File: src/rtl/maquina_principal.sv
// Drink vending controller: collects coins, checks the price of the selected drink,
// drives the dispenser handshake and returns change one credit unit per pulse.
module maquina_principal #(
    parameter int PRICE0     = 3,
    parameter int PRICE1     = 4,
    parameter int PRICE2     = 5,
    parameter int PRICE3     = 6,
    parameter int ERR_CYCLES = 4,
    parameter int TIMEOUT    = 1000
) (
    input  logic       clk,
    input  logic       reset_n,
    input  logic [1:0] coin,
    input  logic       coin_valid,
    input  logic [1:0] drink_sel,
    input  logic       confirm,
    input  logic       cancel,
    input  logic       BEBIDAS,
    output logic       ENTER,
    output logic       ERRO,
    output logic       change_pulse,
    output logic       coin_reject,
    output logic [4:0] credit,
    output logic       busy
);

    localparam int ECW = (ERR_CYCLES > 1) ? $clog2(ERR_CYCLES) : 1;
    localparam int TCW = (TIMEOUT > 1) ? $clog2(TIMEOUT) : 1;

    typedef enum logic [2:0] {IDLE, COLLECT, REQUEST, ERROR, CHANGE} state_t;

    state_t         state_reg, state_next;
    logic [4:0]     credit_reg, credit_next;
    logic [4:0]     price_reg, price_next;
    logic [ECW-1:0] err_cnt_reg, err_cnt_next;
    logic [TCW-1:0] tmo_cnt_reg, tmo_cnt_next;
    logic           tmo_flag_reg, tmo_flag_next;
    logic           pulse_reg, pulse_next;
    logic           reject_reg, reject_next;
    logic           enter_reg, erro_reg, busy_reg;

    logic [5:0]     coin_val;
    logic [5:0]     coin_sum;
    logic           coin_ok;
    logic [4:0]     price_sel;
    logic [4:0]     remain;

    always_comb begin
        unique case (coin)
            2'b00:   coin_val = 6'd0;
            2'b01:   coin_val = 6'd1;
            2'b10:   coin_val = 6'd2;
            default: coin_val = 6'd5;
        endcase
        unique case (drink_sel)
            2'd0:    price_sel = 5'(PRICE0);
            2'd1:    price_sel = 5'(PRICE1);
            2'd2:    price_sel = 5'(PRICE2);
            default: price_sel = 5'(PRICE3);
        endcase
    end

    assign coin_sum = {1'b0, credit_reg} + coin_val;
    // Coins only count while shopping and only if the credit cannot overflow.
    assign coin_ok  = coin_valid && (state_reg == IDLE || state_reg == COLLECT)
                      && (coin_sum <= 6'd31);
    assign remain   = (credit_reg >= price_reg) ? (credit_reg - price_reg) : 5'd0;

    always_comb begin
        state_next    = state_reg;
        credit_next   = credit_reg;
        price_next    = price_reg;
        err_cnt_next  = err_cnt_reg;
        tmo_cnt_next  = tmo_cnt_reg;
        tmo_flag_next = tmo_flag_reg;
        pulse_next    = 1'b0;
        reject_next   = coin_valid && !coin_ok;

        if (coin_ok) begin
            credit_next = coin_sum[4:0];
        end

        unique case (state_reg)
            IDLE: begin
                if (confirm) begin
                    state_next    = ERROR;
                    err_cnt_next  = '0;
                    tmo_flag_next = 1'b0;
                end else if (coin_ok) begin
                    state_next = COLLECT;
                end
            end
            COLLECT: begin
                if (cancel) begin
                    state_next = CHANGE;
                end else if (confirm) begin
                    // Compare against the credit held before any same-cycle coin.
                    if (credit_reg >= price_sel) begin
                        state_next   = REQUEST;
                        price_next   = price_sel;
                        tmo_cnt_next = '0;
                    end else begin
                        state_next    = ERROR;
                        err_cnt_next  = '0;
                        tmo_flag_next = 1'b0;
                    end
                end
            end
            REQUEST: begin
                if (BEBIDAS) begin
                    credit_next = remain;
                    state_next  = (remain != 5'd0) ? CHANGE : IDLE;
                end else if (tmo_cnt_reg == TCW'(TIMEOUT - 1)) begin
                    state_next    = ERROR;
                    err_cnt_next  = '0;
                    tmo_flag_next = 1'b1;
                end else begin
                    tmo_cnt_next = tmo_cnt_reg + 1'b1;
                end
            end
            ERROR: begin
                if (err_cnt_reg == ECW'(ERR_CYCLES - 1)) begin
                    if (tmo_flag_reg) begin
                        state_next = CHANGE;
                    end else if (credit_reg != 5'd0) begin
                        state_next = COLLECT;
                    end else begin
                        state_next = IDLE;
                    end
                end else begin
                    err_cnt_next = err_cnt_reg + 1'b1;
                end
            end
            CHANGE: begin
                // Credit drops on the same edge that raises the pulse.
                if (pulse_reg) begin
                    if (credit_reg == 5'd0) begin
                        state_next = IDLE;
                    end
                end else if (credit_reg != 5'd0) begin
                    pulse_next  = 1'b1;
                    credit_next = credit_reg - 5'd1;
                end else begin
                    state_next = IDLE;
                end
            end
            default: state_next = IDLE;
        endcase
    end

    always_ff @(posedge clk or negedge reset_n) begin
        if (!reset_n) begin
            state_reg    <= IDLE;
            credit_reg   <= 5'd0;
            price_reg    <= 5'd0;
            err_cnt_reg  <= '0;
            tmo_cnt_reg  <= '0;
            tmo_flag_reg <= 1'b0;
            pulse_reg    <= 1'b0;
            reject_reg   <= 1'b0;
            enter_reg    <= 1'b0;
            erro_reg     <= 1'b0;
            busy_reg     <= 1'b0;
        end else begin
            state_reg    <= state_next;
            credit_reg   <= credit_next;
            price_reg    <= price_next;
            err_cnt_reg  <= err_cnt_next;
            tmo_cnt_reg  <= tmo_cnt_next;
            tmo_flag_reg <= tmo_flag_next;
            pulse_reg    <= pulse_next;
            reject_reg   <= reject_next;
            enter_reg    <= (state_next == REQUEST);
            erro_reg     <= (state_next == ERROR);
            busy_reg     <= (state_next == REQUEST) || (state_next == ERROR)
                            || (state_next == CHANGE);
        end
    end

    assign ENTER        = enter_reg;
    assign ERRO         = erro_reg;
    assign change_pulse = pulse_reg;
    assign coin_reject  = reject_reg;
    assign credit       = credit_reg;
    assign busy         = busy_reg;

endmodule

File: config.mk
export PLATFORM = sky130hd
export DESIGN_NAME = maquina_principal
export DESIGN_NICKNAME = d
export VERILOG_FILES = /design/src/rtl/maquina_principal.sv
export SDC_FILE = /design/constraint.sdc
export NUM_CORES = 1
export LEC_CHECK = 0
export BUFFER_PORTS_ARGS = -buffer_cell sky130_fd_sc_hd__buf_2
export CAP_MARGIN = 10
export CORE_AREA = 2 2 95 69
export DETAILED_ROUTE_END_ITERATION = 6
export DIE_AREA = 0 0 97 71
export PLACE_DENSITY = 0.61
export SETUP_SLACK_MARGIN = 0.05
export SYNTH_ARGS = -nofsm -noshare
export SYNTH_HDL_FRONTEND = slang
export SYNTH_SLANG_ARGS = --single-unit
File: constraint.sdc
create_clock -name clk -period 2.94 [get_ports clk]
set_input_delay 0.735 -clock clk [delete_from_list [all_inputs] [get_ports clk]]
set_output_delay 0.735 -clock clk [all_outputs]
set_load 0.03 [all_outputs]
### After elaboration in Yosys (flattened, before gate mapping)

Index checks and enable logic that the tools add are counted.
Widths: inputs -> output; s select.

| storage, ports and cells | value |
|---|---|
| logic and storage cells | 109 |
| bits in registers | 31 |
| output and inout port bits | 10 |
| input bits | 10 |

| cells by class | value |
|---|---|
| reduce and logical (&&, ||, !) cells | 20 |
| eq/ne operators | 22 |
| add/subtract/negate cells | 5 |
| $lt $le $gt $ge | 3 |
| muxes and demuxes | 47 |
| bitwise logic cells | 1 |

Operators with widths:

| kind | count |
|---|---|
| $mux 10 | 5 |
| $mux 3 | 12 |
| $mux 5 | 5 |
| $pmux 10 s2 | 1 |
| $pmux 3 s3 | 2 |
| $ne 2x2->1 const B | 8 |
| $pmux 3 s5 | 1 |
| $mux 2 | 7 |
| $eq 3x2->1 const B | 4 |
| $mux 1 | 11 |
| $add 10x1->10 const B | 1 |
| $eq 10x10->1 const B | 1 |
| $ge 5x5->1 | 2 |
| $pmux 5 s2 | 1 |
| $reduce_bool 5->1 | 2 |
| $pmux 2 s4 | 1 |
| $reduce_and 8->1 | 1 |
| $reduce_and 7->1 | 1 |
| $add 5x6->6 | 1 |
| $eq 2x2->1 const B | 3 |
| $eq 3x3->1 const B | 2 |
| $le 6x5->1 const B | 1 |
| $reduce_and 6->1 | 1 |
| $logic_not 5->1 | 1 |
| 17 further kinds | 23 |

### Logic depth before layout (Yosys ltp)

Gate-level depths: netlist of run 1.

| depth | value |
|---|---|
| depth in word-level cells | 11 |
| gate-level depth with buffers | 10 |
| depth with buffers taken out | 10 |

### Worst setup path after synthesis of run 1

Ideal clock, no wire load.

| timing | value |
|---|---|
| kind | input to register |
| start point | input port drink_sel[0] |
| end point | register price_reg[0] |
| arrival time | 2.764 ns |
| slack | 0.051 ns |
| cell stages on the path | 10 |
| path buffers | 1 |
| library setup time | 0.125 ns |
| data required time | 2.815 ns |
| cells stage by stage | inv_1 -> ha_1 -> or2_2 -> ha_1 -> nand2b_1 -> a2111oi_4 -> nor2_1 -> and2_1 -> buf_2 -> mux2_4 |

| between the ends | value |
|---|---|
| longest elaborated chain between the ends | 4 |
| elaborated cells between the ends (all ways) | 6 |
| those cells by class | order compare (1); eq/ne (2); mux (1); reduce/logical (2) |

RTL lines:

| what | RTL line | RTL |
|---|---|---|
| start, declared | 15 | `input logic [1:0] drink_sel,` |
| $eq 2x2->1, or another cell as far along | 55 | `unique case (drink_sel)` |
| $pmux 3 s3 * | 55 |  |
| via price_sel[0] | 45 | `logic [4:0] price_sel;` |
| $ge 5x5->1 | 98 | `if (credit_reg >= price_sel) begin` |
| $reduce_and 4->1 (no line) | - |  |
| end signal, assigned | 167 | `price_reg <= price_next;` |
| end, declared | 34 | `logic [4:0] price_reg, price_next;` |

Mark *: on every way through the listed nets, which the timed path passes. The rest lies on a longest branch.
A chain may end at the register's enable or synchronous reset.

### Worst setup path in the final report of run 1

| timing | value |
|---|---|
| start point | input port drink_sel[0] |
| end point | register tmo_cnt_reg[5] |

| between the ends | value |
|---|---|
| longest elaborated chain between the ends | 5 |
| elaborated cells between the ends (all ways) | 7 |
| those cells by class | order compare (1); eq/ne (3); mux (1); reduce/logical (2) |

RTL lines:

| what | RTL line | RTL |
|---|---|---|
| $eq 2x2->1, or another cell as far along | 55 |  |
| $pmux 3 s3 * | 55 |  |
| via price_sel[0] | 45 |  |
| $ge 5x5->1 * | 98 |  |
| $ne 2x1->1 (no line) * | - |  |
| $reduce_and 6->1 (no line) * | - |  |
| end signal, assigned | 169 | `tmo_cnt_reg <= tmo_cnt_next;` |
| end, declared | 36 | `logic [TCW-1:0] tmo_cnt_reg, tmo_cnt_next;` |

Marks and branches as above.

==> results of run 1 <==
-- per-layer routing --
| layer | global-route usage | share of wire | vias to the layer above |
|---|---|---|---|
| met5 | 0 | 0 | - |
| met3 | 0.03063 | 0.049 | 7 |
| met2 | 0.1960 | 0.39 | 47 |
| met4 | 0.04695 | 0.013 | 0 |
| met1 | 0.2200 | 0.54 | 781 |
| li1 | - | - | 843 |
-- cell usage after synthesis (2+ instances only) --
| cell type | number | area share |
|---|---|---|
| and3_1 | 3 | 0.0092 |
| nor2_1 | 14 | 0.026 |
| nor3_1 | 2 | 0.0049 |
| a21o_1 | 2 | 0.0073 |
| or3_1 | 6 | 0.018 |
| buf_2 | 5 | 0.012 |
| nor2b_1 | 4 | 0.012 |
| ha_1 | 14 | 0.086 |
| mux2i_1 | 2 | 0.0098 |
| nand3_1 | 6 | 0.015 |
| nand2_1 | 14 | 0.026 |
| o21ai_0 | 21 | 0.051 |
| dfrtp_1 | 29 | 0.35 |
| and2_1 | 8 | 0.024 |
| o41ai_1 | 2 | 0.0086 |
| a22o_1 | 2 | 0.0086 |
| fa_1 | 2 | 0.020 |
| a21oi_1 | 12 | 0.029 |
| xnor2_1 | 3 | 0.013 |
| nor3b_1 | 4 | 0.015 |
| o211ai_1 | 2 | 0.0073 |
| a31oi_1 | 3 | 0.0092 |
| inv_1 | 13 | 0.024 |
| nand4_1 | 6 | 0.018 |
| nand2b_1 | 4 | 0.012 |
| xor2_1 | 5 | 0.021 |
| o31ai_1 | 2 | 0.0073 |
| nor4b_1 | 2 | 0.0086 |
-- path summary, 6_finish.rpt --
path                                                  from                    endpoint
worst max-delay path                          drink_sel[0]  tmo_cnt_reg[5]$_DFFE_PN0P_
worst min-delay path                               reset_n              busy$_DFF_PN0_
worst max register to register         credit[0]$_DFF_PN0_              busy$_DFF_PN0_
worst min register to register  err_cnt_reg[0]$_DFFE_PN0P_  err_cnt_reg[0]$_DFFE_PN0P_
max in group asynchronous                          reset_n         credit[3]$_DFF_PN0_
min in group clk                err_cnt_reg[0]$_DFFE_PN0P_  err_cnt_reg[0]$_DFFE_PN0P_
-- stage by stage --
step	setup WS (ns)	setup TNS, ns	hold WS [ns]	instances	cell area [um^2]
3_3_place_gp	0.03312	0	0.4690	312	2220
3_5_place_dp	-0.02453	-0.06238	0.4763	312	2220
2_1_floorplan	0.05087	0	0.4394	219	2044
6_report	0.2798	0	0.4755	320	2321
5_1_grt	0.1139	0	0.5199	320	2321
4_1_cts	0.2935	0	0.4846	320	2321
-- area by class of cell --
class                      count  area [um^2]  share of cell area
multi-input combinational    169         1222              0.5267
sequential                    29        725.7              0.3127
timing repair buffer          23        125.1             0.05391
tap                           78        97.59             0.04205
clock buffer                   7        96.34             0.04151
inverter                      13        48.80             0.02102
clock inverter                 1        5.005            0.002156
-- worst register-to-register path, stage by stage (launching register included) --
cell     delay (ns)
dfrtp_1        0.44
inv_1          0.17
ha_1           0.17
inv_1          0.06
fa_1           0.42
nor2_1         0.13
o21ai_0        0.10
a21oi_1        0.16
a31oi_1        0.06
o41ai_1        0.56
nand2_1        0.09
-- power groups by stage --
stage / combinational (mW) / clock, mW / sequential, mW
3_3_place_gp: 1.23 / 0 / 0.749
2_1_floorplan: 0.954 / 0 / 0.745
3_5_place_dp: 1.24 / 0 / 0.756
6_report: 1.25 / 0.372 / 0.747
4_1_cts: 1.25 / 0.382 / 0.748
5_1_grt: 1.42 / 0.402 / 0.774
-- cells by family (layout without fill, tap and decap cells) --
logic type / Yosys count / in the layout / share of synthesized area
XOR/XNOR: 8 / 8 / 0.03427
AO/OA/AOI/OAI: 57 / 57 / 0.1860
adder cells (fa/ha/maj): 16 / 16 / 0.1053
multiplexers: 4 / 4 / 0.02264
buffers and inverters: 21 / 44 / 0.04712
AND/OR/NAND/NOR: 84 / 84 / 0.2497
flip-flops: 29 / 29 / 0.3550
==> results.py, run 1 <==
metrics = {
    "logic_synthesis": {
        "ys_types": 55,
        "synth_flop_cell": "dfrtp_1",
        "ys_seq_area_frac": 0.3550,
        "async_flop_share": 1.000,
        "synth_area_um2": 2044,
        "ys_ff_latch": 29,
        "synth_edf_count": 0,
        "synth_cells": 219,
        "ys_warn_count": 0,
        "syn-num-nets": 245,
        "syn_area_per_cell_um2": 9.335,
    },
    "layout": {
        "final_common_cell": "dfrtp_1",
        "syn_to_final_growth_pct": 13.53,
        "nets": 267,
        "antenna_cells": 0,
        "largest_reg_flops": 10,
        "fillers": 615,
        "mostFrequentLayoutCells": "29 x dfrtp_1, 21 x o21ai_0, 19 x buf_2",
        "utilization": 0.3845,
        "drive_gt1_frac": 0.1860,
    },
    "critical_path": {
        "crit_required_ns": 3.15,
        "crit_chain": "buf_2 -> inv_1 -> ha_1 -> or2_2 -> ha_1 -> nand2b_1 -> a2111oi_4 -> o21ai_2 -> nand2_2 -> or3_1 -> a21oi_1",
        "cpLargestDelayFamily": "simple AND/OR/NAND/NOR gates",
        "crit_type": "input port to flop",
        "reg2regPathDepth": 10,
        "worst_path_largest_cell_delay_ns": 0.37,
        "end_kind": "flop",
        "critPathBufInv": 2,
        "crit_path_top_delay_cell": "or3_1",
        "path_max_fanout": 8,
        "regToRegSetupSlack_ns": 0.46,
        "cp.arrival_ns": 2.87,
        "crit_top_cell": "ha_1",
        "path_depth": 11,
        "cp-start-kind": "input port",
    },
    "clock_network": {
        "post-cts-setup-buffers": 0,
        "cts_root_buffer": "clkbuf_8",
        "clockBufferDepth": 2,
        "cts_buffers": 5,
        "cts_hold_repair.buffers": 0,
        "cts.sinks": 29,
        "htreeDepth": 2,
        "ctsResizeCount": 0,
        "cts_tree": "yes",
        "clock_latency_ns": 0.28,
        "clkSlewWorstSetupHoldPaths_ns": 0.07,
    },
    "timing": {
        "fin_skew_ns": 0.007224,
        "finalCriticalPeriod_ns": 2.660,
        "finalHoldViolCount": 0,
        "rsz0062_at_grt": "false",
        "slew_headroom": 0.5673,
        "fmax_mhz": 375.9,
        "finalMaxSlewViolations": 0,
        "tightest_slew_ns": 0.6400,
        "setup_viol": 0,
        "post-route-period-util": 0.9048,
    },
    "run": {
        "cap_viol_max_count": 0,
    },
    "power": {
        "intPower_mw": 1.262,
        "power.leakage_nw": 1.068,
        "total_power_mw": 2.367,
        "ir_drop_v": 0.0002736,
        "switching_power_mw": 1.105,
        "combinationalPowerShare": 0.527,
        "power_frac_seq": 0.316,
        "p_clk_frac": 0.157,
        "swShare": 0.4668,
        "powerDensity_nw_per_um2": 1020,
    },
    "grt": {
        "grt_pass1_wl_um": 7893,
        "first_global_vias": 1582,
        "antenna_found_initial": 0,
        "grt_max_degree": 30,
        "grt_overflow": 0,
        "gr-usage-all-layers": 0.1425,
    },
    "route": {
        "antenna_left": 0,
        "drt-initial-drc-count": 84,
        "via_per_inst": 5.244,
        "vias": 1678,
        "wl_per_cell_um": 14.16,
        "firstDrtPassIters": 4,
        "drcViolationCount": 0,
        "routed_wl_um": 4532,
    },
    "worst_hold_path": {
        "hold_class": "input port to async pin",
    },
    "die": {
        "start_util": 0.3387,
        "rows": 24,
        "coreArea_um2": 6036,
        "ios": 20,
        "die_h_um": 71,
        "die_w_um": 97,
        "dieArea_um2": 6887,
    },
    "placement": {
        "routabilityCongestion": 0.8085,
        "hpwl_um": 3363,
        "port_buffers": 19,
    },
    "status": {
        "status": "finished clean",
    },
}
Note: power is estimated with default switching activity, not from simulation.
==> run 2: changes to the inputs <==
ABC_AREA = 1   (was unset)
CORE_AREA = 2 2 100 73   (was 2 2 95 69)
DIE_AREA = 0 0 102 75   (was 0 0 97 71)
PLACE_DENSITY = 0.6   (was 0.61)
==> results.py, run 2 <==
metrics = {
    "layout": {
        "final_cells": 441,
        "largest_reg_flops": 10,
        "nets": 372,
        "fillers": 714,
        "syn_to_final_growth_pct": 13.69,
        "final_common_cell": "nand2_1",
        "mostFrequentLayoutCells": "91 x nand2_1, 47 x inv_1, 37 x nand3_1",
        "fin_area_um2": 2576,
        "drive_gt1_frac": 0.1758,
        "antenna_cells": 0,
    },
    "logic_synthesis": {
        "synth_flop_cell": "dfrtp_1",
        "ys_seq_area_frac": 0.3203,
        "synth_edf_count": 0,
        "synth_area_um2": 2266,
        "synth_top_area_frac": 0.3203,
        "syn-num-nets": 350,
        "synthTopCellsByCount": "91 x nand2_1, 47 x inv_1, 37 x nand3_1, 29 x dfrtp_1, 29 x nor2_1",
        "synth_cells": 324,
        "ys_ff_latch": 29,
        "yosysMostFrequentCell": "nand2_1",
        "async_flop_share": 1.000,
        "synth_top_cell_by_area": "dfrtp_1",
        "synth_area_leaders": "dfrtp_1 32%, nand2_1 15%, nand3_1 8.2%",
        "ys_types": 34,
        "ys_warn_count": 0,
        "syn_area_per_cell_um2": 6.994,
    },
    "timing": {
        "tightest_slew_ns": 0.6837,
        "post-route-period-util": 0.7545,
        "setup_viol": 0,
        "finalMaxSlewViolations": 0,
        "fin_hold_ws_ns": 0.4888,
        "slew_headroom": 0.5442,
        "finalHoldViolCount": 0,
        "fin_tns_setup_ns": 0,
        "finalCriticalPeriod_ns": 2.218,
        "rsz0062_at_grt": "false",
        "fin_skew_ns": 0.003883,
        "fmax_mhz": 450.8,
    },
    "critical_path": {
        "crit_chain": "buf_2 -> inv_1 -> ha_1 -> nor2_1 -> inv_1 -> ha_1 -> inv_1 -> nand2_1 -> nand3_1 -> nand3_1 -> nand2_1 -> nand2_1 -> nand2_4 -> inv_2 -> nand2_1 -> nand2_1",
        "crit_required_ns": 3.12,
        "worst_path_largest_cell_delay_ns": 0.26,
        "cp-start-kind": "input port",
        "crit_top_cell": "nand2_1",
        "crit_path_top_delay_cell": "ha_1",
        "end_kind": "flop",
        "cp.arrival_ns": 2.40,
        "crit_type": "input port to flop",
        "regToRegSetupSlack_ns": 0.82,
        "path_max_fanout": 16,
    },
    "die": {
        "rows": 25,
        "ios": 20,
        "dieArea_um2": 7650,
        "coreArea_um2": 6631,
        "die_w_um": 102,
        "die_h_um": 75,
        "start_util": 0.3417,
    },
    "power": {
        "powerDensity_nw_per_um2": 1070,
        "total_power_mw": 2.755,
        "power.leakage_nw": 1.415,
        "ir_drop_v": 0.0002804,
    },
    "route": {
        "antenna_left": 0,
        "routed.top_layer": "met4",
        "routed_wl_um": 5039,
        "vias": 2021,
        "drcViolationCount": 0,
        "met3_length_um": 276,
        "firstDrtPassIters": 4,
        "wl_per_cell_um": 11.43,
        "drt-initial-drc-count": 144,
        "dr_wl_met2_um": 1987,
        "wl_met1_um": 2750,
        "via_per_inst": 4.583,
    },
    "clock_network": {
        "post-cts-setup-buffers": 0,
        "clock_latency_ns": 0.28,
        "ctsResizeCount": 0,
        "cts_hold_repair.buffers": 0,
        "cts_tree": "yes",
        "clkSlewWorstSetupHoldPaths_ns": 0.07,
        "cts_buffers": 5,
        "clockBufferDepth": 2,
        "htreeDepth": 2,
        "cts_root_buffer": "clkbuf_8",
        "cts.sinks": 29,
    },
    "grt": {
        "grt_pass1_wl_um": 8735,
        "grt_max_degree": 30,
        "gr-usage-all-layers": 0.1484,
        "grt_overflow": 0,
        "first_global_vias": 1856,
        "antenna_found_initial": 0,
    },
    "placement": {
        "hpwl_um": 3931,
        "port_buffers": 19,
        "post_dp_cell_area_um2": 2442,
        "dp_cells": 433,
        "routabilityCongestion": 0.8276,
    },
    "worst_hold_path": {
        "hold_class": "input port to async pin",
    },
    "status": {
        "status": "finished clean",
    },
    "run": {
        "cap_viol_max_count": 0,
    },
}
-- run 2: worst max-delay path, delay by kind of cell --
| family | cells | cell delay [ns] |
|---|---|---|
| and+or+nand+nor | 9 | 0.86 |
| adders and majority gates | 2 | 0.48 |
| buffers and inverters | 5 | 0.32 |
-- run 2: cell type report --
cell class,instances,area [um^2],area share
multi-input cells,234,1287,0.4998
repair buffers,19,95.09,0.03691
clock inverters,3,65.06,0.02525
well taps,94,117.6,0.04565
clock buffers,5,68.82,0.02671
flip-flops and latches,29,725.7,0.2817
inverters,57,216.5,0.08402
-- run 2: cells by family (layout without fill, tap and decap cells) --
family | count (synthesis) | in the layout | share of synthesized area
adders and majority gates | 16 | 16 | 0.09498
and+or+nand+nor | 178 | 178 | 0.3567
DFF | 29 | 29 | 0.3203
muxes | 1 | 1 | 0.004418
xor gates and xnor gates | 6 | 6 | 0.02319
AOI/OAI and AO/OA | 33 | 33 | 0.08890
buffers and inverters | 61 | 84 | 0.1115
-- run 2: where the power goes --
part / total (mW) / internal, mW / switching [mW]
registers: 0.698 / 0.535 / 0.163
clock network: 0.506 / 0.337 / 0.169
logic: 1.55 / 0.505 / 1.05
-- run 2: worst paths after layout --
kind | startpoint | end | depth (start not counted)
worst max register to register | credit[0]$_DFF_PN0_ | busy$_DFF_PN0_ | 12
worst max-delay path | drink_sel[0] | tmo_cnt_reg[6]$_DFFE_PN0P_ | 16
worst min register to register | err_cnt_reg[1]$_DFFE_PN0P_ | err_cnt_reg[1]$_DFFE_PN0P_ | 2
max in group asynchronous | reset_n | price_reg[0]$_DFFE_PN0P_ | 1
min in group clk | err_cnt_reg[1]$_DFFE_PN0P_ | err_cnt_reg[1]$_DFFE_PN0P_ | 2
worst min-delay path | reset_n | ERRO$_DFF_PN0_ | 1
-- run 2: layer usage --
metal | track usage | vias to the layer above
met2 | 0.2054 | 46
met1 | 0.2269 | 915
met4 | 0.04741 | 0
met5 | 0 | -
met3 | 0.03343 | 2
li1 | - | 1058
-- run 2: metrics by stage --
stage                 util  setup WS (ns)
floorplan                -         0.7174
global placement    0.3683         0.4782
detailed placement  0.3683         0.4088
CTS                 0.3885         0.7180
global route        0.3885         0.5018
finish              0.3885         0.7216
==> run 3: changes to the inputs <==
clock period = 2.3 ns   (was 2.94 ns; I/O delays follow)
==> results.py, run 3 (synthesized netlist as in run 2, its figures left out) <==
metrics = {
    "status": {
        "status": "finished clean",
    },
    "power": {
        "powerDensity_nw_per_um2": 1299,
        "ir_drop_v": 0.0003590,
        "power.leakage_nw": 1.396,
    },
    "clock_network": {
        "ctsResizeCount": 0,
        "clkSlewWorstSetupHoldPaths_ns": 0.07,
        "cts_root_buffer": "clkbuf_8",
        "htreeDepth": 2,
        "clock_latency_ns": 0.27,
        "cts_tree": "yes",
        "cts_buffers": 5,
        "cts.sinks": 29,
        "clockBufferDepth": 2,
        "cts_hold_repair.buffers": 0,
    },
    "route": {
        "drcViolationCount": 0,
        "firstDrtPassIters": 4,
        "drt-initial-drc-count": 138,
        "wl_per_cell_um": 11.37,
        "antenna_left": 0,
        "vias": 2023,
        "via_per_inst": 4.577,
        "routed_wl_um": 5027,
    },
    "timing": {
        "fin_skew_ns": 0.007258,
        "post-route-period-util": 0.8996,
        "finalHoldViolCount": 0,
        "rsz0062_at_grt": "false",
        "fin_hold_ws_ns": 0.3443,
        "finalMaxSlewViolations": 0,
        "tightest_slew_ns": 0.7034,
        "fin_tns_setup_ns": 0,
        "finalCriticalPeriod_ns": 2.069,
        "fmax_mhz": 483.3,
        "slew_headroom": 0.5310,
        "setup_viol": 0,
    },
    "layout": {
        "utilization": 0.3819,
        "drive_gt1_frac": 0.1753,
        "antenna_cells": 0,
        "syn_to_final_growth_pct": 11.76,
        "final_common_cell": "nand2_1",
        "nets": 373,
        "final_cells": 442,
        "fillers": 735,
        "mostFrequentLayoutCells": "91 x nand2_1, 47 x inv_1, 37 x nand3_1",
        "largest_reg_flops": 10,
    },
    "grt": {
        "antenna_found_initial": 0,
        "grt_max_degree": 30,
        "grt_pass1_wl_um": 8355,
        "grt_overflow": 0,
        "first_global_vias": 1764,
        "gr-usage-all-layers": 0.1382,
    },
    "die": {
        "rows": 25,
        "coreArea_um2": 6631,
        "die_w_um": 102,
        "start_util": 0.3417,
        "die_h_um": 75,
        "dieArea_um2": 7650,
        "ios": 20,
    },
    "critical_path": {
        "cp-start-kind": "input port",
        "crit_type": "input port to flop",
        "end_kind": "flop",
        "critPathLaunch": "drink_sel[0]",
        "reg2regPathDepth": 12,
        "rr_startpoint": "credit[0]$_DFF_PN0_",
        "cp.arrival_ns": 2.23,
        "path_max_fanout": 16,
        "crit_required_ns": 2.47,
    },
    "run": {
        "cap_viol_max_count": 0,
    },
    "placement": {
        "port_buffers": 19,
        "dp_cells": 434,
        "hpwl_um": 3901,
        "routabilityCongestion": 0.8270,
    },
    "worst_hold_path": {
        "hold_class": "input port to async pin",
    },
}
## run 3: cell types whose count changed in the layout (fill, tap and decap cells not counted)
| cell | before | now |
|---|---|---|
| bufinv_16 | 2 | 0 |
| buf_4 | 0 | 1 |
| clkbuf_1 | 0 | 1 |
| clkinv_2 | 1 | 2 |
## run 3: worst max-delay path, stage by stage
cell and delay, ns:
buf_2 0.07, inv_1 0.05, ha_1 0.22, nor2_1 0.12, inv_1 0.06, ha_1 0.26, inv_1 0.05, nand2_1 0.04
nand3_1 0.06, nand3_1 0.12, nand2_1 0.11, nand2_1 0.09, nand2_4 0.22, inv_2 0.08, nand2_1 0.06, nand2_1 0.05
## run 3: final timing paths
kind                                                   end  slack (ns)
worst min register to register  err_cnt_reg[1]$_DFFE_PN0P_        0.48
worst max-delay path            tmo_cnt_reg[6]$_DFFE_PN0P_        0.23
max in group asynchronous       tmo_cnt_reg[3]$_DFFE_PN0P_        1.50
min in group clk                err_cnt_reg[1]$_DFFE_PN0P_        0.48
worst max register to register              busy$_DFF_PN0_        0.27
worst min-delay path                        busy$_DFF_PN0_        0.34
## run 3: layout make-up
class                      count  area, um^2  area share
timing repair buffer          20       102.6     0.04051
multi-input combinational    234        1287      0.5084
sequential                    29       725.7      0.2866
clock buffer                   6       72.57     0.02866
inverter                      57       216.5     0.08547
clock inverter                 2       10.01    0.003953
tap                           94       117.6     0.04644
## run 3: stage by stage
stage | power [mW] | setup slack (ns) | area (um^2)
final | 3.290 | 0.2309 | 2532
after global routing | 3.633 | 0.05292 | 2532
after CTS | 3.307 | 0.2274 | 2532
after detailed placement | 2.883 | -0.06551 | 2450
after global placement | 2.862 | -0.01897 | 2450
after floorplan | 2.463 | 0.2374 | 2266
## run 3: power by group
part | leakage [nW] | switching, mW | internal (mW) | total, mW
Clock | 0.0450 | 0.193 | 0.209 | 0.402
Sequential | 0.374 | 0.214 | 0.684 | 0.898
Combinational | 0.978 | 1.34 | 0.654 | 1.99
## run 3: routing by layer
| layer | routed length (um) | GRT usage | share of wire | vias to the layer above |
|---|---|---|---|---|
| met3 | 259 | 0.03250 | 0.052 | 2 |
| met5 | 0 | 0 | 0 | - |
| met2 | 2104 | 0.1996 | 0.42 | 38 |
| met1 | 2642 | 0.2144 | 0.53 | 916 |
| li1 | - | - | - | 1067 |
| met4 | 21 | 0.01778 | 0.0042 | 0 |
## run 3: repair_timing
action / in CTS / in global routing
endpoints found under the setup margin: 0 / 2
endpoints found under the hold margin: 0 / 0
buffers inserted: 0 / 0
